`config.mk`:
```
export PLATFORM = sky130hd
export DESIGN_NAME = fp_xif_issue_queue
export DESIGN_NICKNAME = d
export VERILOG_FILES = /design/src/rtl/pa_rvfpm.sv /design/src/rtl/fp_xif_id_match.sv /design/src/rtl/fp_xif_issue_queue.sv
export SDC_FILE = /design/constraint.sdc
export NUM_CORES = 1
export LEC_CHECK = 0
export ABC_AREA = 1
export CAP_MARGIN = 20
export CELL_PAD_IN_SITES_DETAIL_PLACEMENT = 1
export CELL_PAD_IN_SITES_GLOBAL_PLACEMENT = 2
export CORE_MARGIN = 2
export CORE_UTILIZATION = 35
export DETAILED_ROUTE_END_ITERATION = 16
export PLACE_DENSITY = 0.82
export RECOVER_POWER = 50
export REMOVE_ABC_BUFFERS = 1
export SYNTH_ARGS = -nofsm -noshare
export SYNTH_HDL_FRONTEND = slang
export SYNTH_SLANG_ARGS = --single-unit
export TNS_END_PERCENT = 30
```
`constraint.sdc`:
```
create_clock -name ck -period 2.9 [get_ports ck]
set_input_delay 0.87 -clock ck [delete_from_list [all_inputs] [get_ports ck]]
set_output_delay 0.87 -clock ck [all_outputs]
set_load 0.05 [all_outputs]
```
`src/rtl/pa_rvfpm.sv`:
```
// Shared types and constants for the RVFPM floating-point XIF issue path.
// Holds the per-entry status struct and the legal queue depth range.
package pa_rvfpm;

  localparam int QUEUE_DEPTH_MIN = 2;
  localparam int QUEUE_DEPTH_MAX = 16;

  // Status bits carried by every issue queue entry.
  typedef struct packed {
    logic valid;
    logic committed;
    logic killed;
  } q_status_t;

  // True when a requested queue depth is within the supported range.
  function automatic logic depth_ok(input int depth);
    return (depth >= QUEUE_DEPTH_MIN) && (depth <= QUEUE_DEPTH_MAX);
  endfunction

endpackage

```
`src/rtl/fp_xif_id_match.sv`:
```
// Commit ID matcher for the FP XIF issue queue.
// Builds a one-hot match vector of candidate entries carrying the commit ID
// and selects the matching entry closest to the queue head.
module fp_xif_id_match #(
  parameter int DEPTH = 4,
  parameter int IDW   = 4,
  parameter int PW    = $clog2(DEPTH)
) (
  input  logic [DEPTH-1:0] i_cand,
  input  logic [IDW-1:0]   i_ids [DEPTH],
  input  logic [IDW-1:0]   i_id,
  input  logic [PW-1:0]    i_head,
  output logic             o_hit,
  output logic [PW-1:0]    o_idx
);

  logic [DEPTH-1:0] w_match;

  // Flag every candidate entry whose stored ID equals the commit ID.
  always_comb begin
    w_match = '0;
    for (int k = 0; k < DEPTH; k++) begin
      w_match[k] = i_cand[k] && (i_ids[k] == i_id);
    end
  end

  // Walk from the head towards the tail so the oldest duplicate wins.
  always_comb begin
    logic [PW:0] pos;
    o_hit = 1'b0;
    o_idx = '0;
    pos   = '0;
    for (int k = 0; k < DEPTH; k++) begin
      pos = {1'b0, i_head} + (PW+1)'(k);
      if (pos >= (PW+1)'(DEPTH)) begin
        pos = pos - (PW+1)'(DEPTH);
      end
      if (!o_hit && w_match[pos[PW-1:0]]) begin
        o_hit = 1'b1;
        o_idx = pos[PW-1:0];
      end
    end
  end

endmodule

```
`src/rtl/fp_xif_issue_queue.sv`:
```
// In-order issue queue between the CORE-V-XIF issue/commit interface and the
// FPU execute stage. Entries are dispatched from the head only once committed;
// killed entries are dropped silently when they reach the head.
// Optional feature: define RVFPM_QUEUE_HWM_EN to add the hwm (high-water mark)
// output tracking the largest occupancy seen since reset.
module fp_xif_issue_queue
  import pa_rvfpm::*;
#(
  parameter int QUEUE_DEPTH = 4,
  parameter int X_ID_WIDTH  = 4,
  parameter int INSTR_WIDTH = 32
) (
  input  logic                             ck,
  input  logic                             rst,
  input  logic                             issue_valid,
  output logic                             issue_ready,
  input  logic [INSTR_WIDTH-1:0]           issue_instr,
  input  logic [X_ID_WIDTH-1:0]            issue_id,
  input  logic                             pd_accept,
  output logic                             issue_accept,
  input  logic                             commit_valid,
  input  logic [X_ID_WIDTH-1:0]            commit_id,
  input  logic                             commit_kill,
  output logic                             exec_valid,
  input  logic                             exec_ready,
  output logic [INSTR_WIDTH-1:0]           exec_instr,
  output logic [X_ID_WIDTH-1:0]            exec_id,
  output logic [$clog2(QUEUE_DEPTH+1)-1:0] count,
  output logic                             full,
  output logic                             empty
`ifdef RVFPM_QUEUE_HWM_EN
  ,
  output logic [$clog2(QUEUE_DEPTH+1)-1:0] hwm
`endif
);

  localparam int PW = $clog2(QUEUE_DEPTH);
  localparam int CW = $clog2(QUEUE_DEPTH+1);

  if (!depth_ok(QUEUE_DEPTH)) begin : g_bad_depth
    $error("fp_xif_issue_queue: QUEUE_DEPTH out of range");
  end

  typedef struct packed {
    q_status_t              st;
    logic [INSTR_WIDTH-1:0] instr;
    logic [X_ID_WIDTH-1:0]  id;
  } entry_t;

  entry_t          r_entries [QUEUE_DEPTH];
  logic [PW-1:0]   r_head;
  logic [PW-1:0]   r_tail;
  logic [CW-1:0]   r_count;

  entry_t          w_head_entry;
  logic            w_push;
  logic            w_pop;
  logic            w_hit;
  logic [PW-1:0]   w_hit_idx;
  logic            w_commit_new;
  logic [QUEUE_DEPTH-1:0] w_cand;
  logic [X_ID_WIDTH-1:0]  w_ids [QUEUE_DEPTH];

  function automatic logic [PW-1:0] next_ptr(input logic [PW-1:0] p);
    return (p == PW'(QUEUE_DEPTH-1)) ? '0 : p + 1'b1;
  endfunction

  assign full         = (r_count == CW'(QUEUE_DEPTH));
  assign empty        = (r_count == '0);
  assign count        = r_count;
  assign issue_ready  = !full;
  assign issue_accept = issue_valid && issue_ready && pd_accept;

  assign w_head_entry = r_entries[r_head];
  assign exec_valid   = w_head_entry.st.valid && w_head_entry.st.committed && !w_head_entry.st.killed;
  assign exec_instr   = w_head_entry.instr;
  assign exec_id      = w_head_entry.id;

  assign w_push = issue_accept;
  assign w_pop  = (exec_valid && exec_ready) ||
                  (w_head_entry.st.valid && w_head_entry.st.committed && w_head_entry.st.killed);

  // Only valid, not-yet-committed entries can take a commit.
  always_comb begin
    w_cand = '0;
    for (int k = 0; k < QUEUE_DEPTH; k++) begin
      w_cand[k] = r_entries[k].st.valid && !r_entries[k].st.committed;
      w_ids[k]  = r_entries[k].id;
    end
  end

  fp_xif_id_match #(
    .DEPTH (QUEUE_DEPTH),
    .IDW   (X_ID_WIDTH),
    .PW    (PW)
  ) u_id_match (
    .i_cand (w_cand),
    .i_ids  (w_ids),
    .i_id   (commit_id),
    .i_head (r_head),
    .o_hit  (w_hit),
    .o_idx  (w_hit_idx)
  );

  // A commit that finds no stored match may target the entry being written now.
  assign w_commit_new = commit_valid && !w_hit && w_push && (issue_id == commit_id);

  // Queue state: commit marking, tail write on accept, head release on pop.
  always_ff @(posedge ck) begin
    if (rst) begin
      for (int k = 0; k < QUEUE_DEPTH; k++) begin
        r_entries[k] <= '0;
      end
      r_head  <= '0;
      r_tail  <= '0;
      r_count <= '0;
    end else begin
      if (commit_valid && w_hit) begin
        r_entries[w_hit_idx].st.committed <= 1'b1;
        r_entries[w_hit_idx].st.killed    <= commit_kill;
      end
      if (w_push) begin
        r_entries[r_tail].st.valid     <= 1'b1;
        r_entries[r_tail].st.committed <= w_commit_new;
        r_entries[r_tail].st.killed    <= w_commit_new && commit_kill;
        r_entries[r_tail].instr        <= issue_instr;
        r_entries[r_tail].id           <= issue_id;
        r_tail                         <= next_ptr(r_tail);
      end
      if (w_pop) begin
        r_entries[r_head].st <= '0;
        r_head               <= next_ptr(r_head);
      end
      if (w_push && !w_pop) begin
        r_count <= r_count + 1'b1;
      end else if (!w_push && w_pop) begin
        r_count <= r_count - 1'b1;
      end
    end
  end

`ifdef RVFPM_QUEUE_HWM_EN
  logic [CW-1:0] r_hwm;

  // Track the peak occupancy, lagging the count register by one cycle.
  always_ff @(posedge ck) begin
    if (rst) begin
      r_hwm <= '0;
    end else if (r_count > r_hwm) begin
      r_hwm <= r_count;
    end
  end

  assign hwm = r_hwm;
`endif

endmodule

```
==> impl_metrics.tcl <==
set metrics [dict create \
    rsz0062_at_grt "true" \
    drv_slew 0 \
    fin_crit_sh_pct 97.0 \
    synth_common_cells "nor2_1, edfxtp_1, nand2_1" \
    root_buffer "clkbuf_16" \
    p_comb_share_pct 20.7 \
    clockBufferDepth 2 \
    sw_frac_of_total_pct 30.7 \
    synth_area_mm2 0.00786 \
    insertion_delay_ns 0.44 \
    vias_per_cell 5.05 \
    syn_inst 852 \
    cts_tree "built" \
    power_frac_clock_pct 35.1 \
    grt_pass1_wl_um 36100 \
    grt-ovfl-total 0 \
    worst_pin_slew_ns 0.563 \
    io-pin-count 91 \
    coreArea_mm2 0.0220 \
    synth_edf_count 144 \
    final_nets 1025 \
    p_per_area_mw_per_mm2 627 \
    internal_power_mw 4.33 \
    syn_avg_cell_area_um2 9.23 \
    min_path_type "flip-flop to flip-flop" \
    crit_arrival_ns 1.94 \
    first_pass_iters 5 \
    switchingPower_mw 1.92 \
    portBuffers 90 \
    ys_seq_area_share_pct 60.4 \
    final_antenna_net_count 0 \
    cap_violations 0 \
    final_area_mm2 0.00996 \
    yosys_most_used_dff "edfxtp_1" \
    synthArstFlopShare_pct 0 \
    row_count 54 \
    status "finished clean" \
    critical_path.max_stage_delay_ns 0.37 \
    numCtsBuffers 17 \
    synth.largest_area_cell "edfxtp_1" \
    area_growth_pct 26.7 \
    drive_above_1_share_pct 15.7 \
    initial_core_util_pct 35.8 \
    vias 6368 \
    h-tree-depth 4 \
    gr-usage-all-layers_pct 20.0 \
    dp_cells 1229 \
    slew_headroom_pct 62.5 \
    synth_cell_types 34 \
    cp_max_fo 30 \
    ys_warn_count 0 \
    critPathKind "flip-flop to output pin" \
    layout_min_cycle_time_ns 2.81 \
    cp_slowest_cell "dfxtp_2" \
    fin_skew_ns 0.00947 \
    placed_cell_area_mm2 0.00939 \
    grt_max_degree 48 \
    post-synth-top-count-cell "nor2_1" \
    gp_congestion 0.790 \
    synth_top_area_share_pct 55.0 \
    max_freq_ghz 0.356 \
    ys_seq_elements 165 \
    cts_setup_buffers 0 \
    routedWlPerCell_um 18.1 \
    hpwlAfterDp_um 14700 \
    drt-initial-drc-count 367 \
    numClockSinks 165 \
    fin_hold_ws_ns 0.492 \
    routed_wl_um 22900 \
    final_cell_count_no_fill 1261 \
    cp-end-kind "output pin" \
    reg2reg_setup_slack_ns 0.48 \
    required_ns 2.03 \
    hold_violations 0 \
    synth_area_leaders "edfxtp_1, nor2_1, dfxtp_1" \
    setup.worst_path.start_class "flip-flop" \
    die_x_um 154 \
    cp_cell_sequence "buf_4, o21ai_0, o22ai_1, nor2_1, buf_12" \
    ir_drop_mv 0.406 \
    die_area_mm2 0.0237 \
    setup_violations 0 \
    antenna_found_initial 0 \
    drc 0 \
    pwr-share-seq_pct 44.3 \
    antenna_cells 0 \
    die_y_um 154 \
    cts.clk_slew.worst_paths_ns 0.06 \
    p_leak_nw 4.23 \
    fin_setup_tns_ns 0 \
    grt_pass1_vias 6594 \
]
[layer usage]
| metal | track usage [%] | vias up | part of all wire [%] | routed length (um) |
|---|---|---|---|---|
| met2 | 35.5 | 129 | 51 | 11700 |
| met3 | 3.52 | 22 | 3.6 | 831 |
| met5 | 0 | - | 0 | 0 |
| met1 | 25.2 | 3146 | 44 | 10100 |
| li1 | - | 3071 | - | - |
| met4 | 5.34 | 0 | 1.3 | 290 |
[cells by family after synthesis]
| kind of cell | after synthesis | share of synthesized area (%) |
|---|---|---|
| AND/OR/NAND/NOR | 388 | 20.7 |
| flip-flops | 165 | 60.4 |
| AO/OA/AOI/OAI | 155 | 10.6 |
| buffers and inverters | 133 | 6.48 |
| adder cells (fa/ha/maj) | 10 | 1.69 |
| XOR/XNOR | 1 | 0.111 |
[cell type report]
| type | count | area (um^2) |
|---|---|---|
| inverters | 92 | 345 |
| multi-input cells | 554 | 2620 |
| repair buffers | 138 | 1340 |
| fillers | 2497 | 12000 |
| clock inverters | 12 | 123 |
| clock buffers | 20 | 437 |
| flip-flops and latches | 165 | 4750 |
| well taps | 280 | 350 |
[metrics by stage]
step | power [mW] | setup WS (ns) | utilization, %
global route | 6.47 | -0.0654 | 45.4
floorplan | 3.56 | -1.97 | -
CTS | 6.29 | 0.0131 | 45.3
global placement | 4.10 | -0.247 | 42.8
finish | 6.25 | 0.0880 | 45.4
detailed placement | 4.12 | -0.329 | 42.8
[flip-flops by register name (all words and copies together) (netlist names), named ones only]
signal / flops
r_entries: 156
count: 3
r_head: 2
r_tail: 2
[layout by cell type, fill, tap and decap left out, types with 7 or more instances in the layout]
master | synthesis | final
clkbuf_16 | 0 | 17
o21ai_0 | 81 | 80
ha_1 | 9 | 9
a21oi_1 | 30 | 30
inv_2 | 6 | 11
clkdlybuf4s50_1 | 0 | 47
nor2_2 | 7 | 7
nand3_1 | 27 | 27
dfxtp_1 | 21 | 20
buf_12 | 0 | 13
nand2_1 | 95 | 91
nor2_1 | 234 | 234
nand2_2 | 7 | 11
buf_4 | 0 | 69
inv_1 | 84 | 79
o22ai_1 | 35 | 35
edfxtp_1 | 144 | 144
[final timing paths]
path,from,endpoint,depth (start not counted)
max,flip-flop,exec_valid,5
max reg2reg,flip-flop,count[1],9
min,r_entries[2][38],r_entries[2][38],2
min reg2reg,r_entries[2][38],r_entries[2][38],2
[what timing repair did]
action / in CTS / in global routing
hold buffers: 0 / 0
gates resized for setup: 2 / 7
pin swaps: 0 / 0
setup endpoints to repair: 2 / 11
[power by group through the flow]
stage	logic (mW)	registers, mW	clock network [mW]
floorplan	0.725	2.84	0
global placement	1.28	2.81	0
detailed placement	1.30	2.82	0
CTS	1.31	2.77	2.22
global route	1.38	2.78	2.30
finish	1.29	2.77	2.19
[worst max-delay path: cells and delay by family, from the launching register on]
family / cells / cell delay [ns]
buffers and inverters: 2 / 0.50
flip-flops: 1 / 0.37
AND/OR/NAND/NOR: 1 / 0.14
AO/OA/AOI/OAI: 2 / 0.48
(Power assumes the default switching activity.)
==> edit: new RTL, same settings <==
Set the parameter `QUEUE_DEPTH` to 8 (it was 4).
--- a/src/rtl/fp_xif_issue_queue.sv
+++ b/src/rtl/fp_xif_issue_queue.sv
@@ -6,7 +6,7 @@
 module fp_xif_issue_queue
   import pa_rvfpm::*;
 #(
-  parameter int QUEUE_DEPTH = 4,
+  parameter int QUEUE_DEPTH = 8,
   parameter int X_ID_WIDTH  = 4,
   parameter int INSTR_WIDTH = 32
 ) (
Interface: changed (resized count); port bits go from 91 to 92. The function was not compared with the original's and may differ.
==> edit against the original RTL <==
The flow now finishes with violations (setup timing); sequential cell count up 160; clock power increased by 110%; worst setup slack worse by 280 ps; wire length increased to 2.5 times the old value; via count rose by 120%; synthesized area grew 100%; power rose to 2.6 times the old value; critical path depth up 3; final area rose by 120%; die area up 100%.
==> edit: results (changes against the original RTL) <==
[status]
status = complete, but fails checks  ; was completed
violations = setup timing

[min_path]
hold_start = r_entries[7][36]  ; was r_entries[2][38]
min_to = r_entries[7][36]  ; was r_entries[2][38]
hold_depth = 2  ; unchanged

[worst_setup_path]
reg2reg_depth = 18  ; was 9
crit_type = reg2out  ; unchanged
r2r-start = r_head[0]
worstReg2RegEnd = r_entries[6][37]  ; was count[1]
crit_path_top_delay_cell = dfxtp_4  ; was dfxtp_2
cp-endpoint = exec_instr[15]  ; was exec_valid
r2r_slack_ps = -40  ; was 480 ps
crit_fanout = 13  ; was 30
arrival_ps = 2220  ; was 1940 ps
max_stage_delay_ps = 470  ; was 370 ps

[cts]
postCtsSetupRepairBufs = 13  ; was 0
worstSkewPairLatency_ps = 540  ; was 440 ps
cts_resized = 121  ; was 2
cts_buffers = 37  ; was 17
cts.path.max_buffers = 3  ; was 2
cts_max_level = 2  ; was 4
path_clk_slew_ps = 60  ; about the same

[routing]
wire_per_inst_um = 22.1  ; was 18.1 um
num_vias = 14076  ; was 6368
wl_met1_um = 25000  ; was 10100 um
wl_met2_um = 28800  ; was 11700 um
drtIter0Drc = 992  ; was 367
routed-wl-met3_um = 2870  ; was 831 um
top_layer_used = met4  ; unchanged

[grt]
grt_pass1_wl_um = 87700  ; was 36100 um
grt_max_degree = 43  ; was 48
track_usage_pct = 24.3  ; was 20.0%
use_met1_pct = 31.8  ; was 25.2%
grt_pass1_vias = 14919  ; was 6594
antenna_found_initial = 0  ; unchanged
grtUsageMet3_pct = 2.76  ; was 3.52%
grtUsageMet2_pct = 42.0  ; was 35.5%

[final_layout]
nets = 2064  ; was 1025
final_layout_size_suffix_gt1_share_pct = 21.8  ; was 15.7%
n_antenna_cell = 0  ; unchanged
largest_register_ffs = 312  ; was 156

[sta]
finalSetupViolCount = 111  ; was 0
fin_skew_ps = 9.08  ; was 9.47 ps
worst_slack_ps = -193  ; was 88.0 ps
worst_slew_pin_slew_ps = 991  ; was 563 ps

[pwr]
p_leak_nw = 8.74  ; was 4.23 nW
ir_worst_vdd_v = 0.000412  ; was 0.000406 V
switching_share_pct = 34.3  ; was 30.7%

[placement]
gp_congestion = 0.851  ; was 0.790
dp_hpwl_um = 34600  ; was 14700 um
pre_cts_slack_ps = -1020  ; was -329 ps
port_buffers = 91  ; was 90

[synth]
synth_edf_count = 288  ; was 144
synth_area_leaders = edfxtp_1 (54%), nor2_1 (14%), o21ai_0 (5.0%)  ; was edfxtp_1 (55%), nor2_1 (11%), dfxtp_1 (5.3%)
ys_seq_area_share_pct = 58.4  ; was 60.4%
synth-main-ff-cell = edfxtp_1  ; unchanged
synth_common_cells = nor2_1 (581), edfxtp_1 (288), nand2_1 (161), o21ai_0 (161), inv_1 (138)  ; was nor2_1 (234), edfxtp_1 (144), nand2_1 (95), inv_1 (84), o21ai_0 (81)
ys_types = 45  ; was 34

## edit: cell types whose count changed after synthesis, sizes merged, moves of 16 or more
cell / delta
nor2: +358
nand4: +20
o21ai: +85
nand2: +69
inv: +55
edfxtp: +144
dfxtp: +16
a31oi: +35
nand3: +69
clkbuf: +56
## edit: cell type report
class | instances | area [um2]
repair inverters | 2 | 15.0
repair buffers | 263 | 3260
clock buffers | 44 | 995
inverters | 148 | 578
well taps | 600 | 751
flip-flops and latches | 325 | 9400
fillers | 5080 | 23900
clock inverters | 23 | 194
multi-input cells | 1226 | 6260
## edit: kinds of logic after synthesis
logic type	synth area share (%)
simple gates	24.0
flops	58.4
compound gates	10.1
buf+inv	6.12
fa+ha+maj	1.14
xor+xnor	0.218
## edit: metrics by stage
step                      TNS (ps)  hold WS, ps  std cells  instance area, um2  total power [mW]
after CTS                    -6220          493       2619               21000              15.7
after detailed placement    -51300          485       2526               19000              10.6
final                       -10030          492       2631               21500              16.0
after global routing        -22500          517       2631               21500              16.6
after floorplan           -1142600          459       1699               15700              8.19
after global placement      -39960          471       2526               19000              10.5
## edit: power by group through the flow
stage	Sequential, mW	Combinational, mW	Clock, mW
2_1_floorplan	5.66	2.53	0
3_3_place_gp	5.56	4.94	0
3_5_place_dp	5.57	5.04	0
4_1_cts	5.48	5.51	4.71
5_1_grt	5.51	6.20	4.89
6_report	5.49	5.84	4.65
## edit: worst register-to-register path, cell delays in order, from the launching register on
cell      delay, ps
dfxtp_1         370
clkinv_1        140
buf_4           240
nand4_1         220
nand3_2         130
nand3_2         110
nand2_4          80
nor2_4          130
nand4_4         130
nor2_4          240
nand3_4         160
nand2_4         110
o21ai_4          60
buf_12          150
nor2_4          160
nand2_2         100
buf_4           150
nand3_1          70
a21oi_1          70
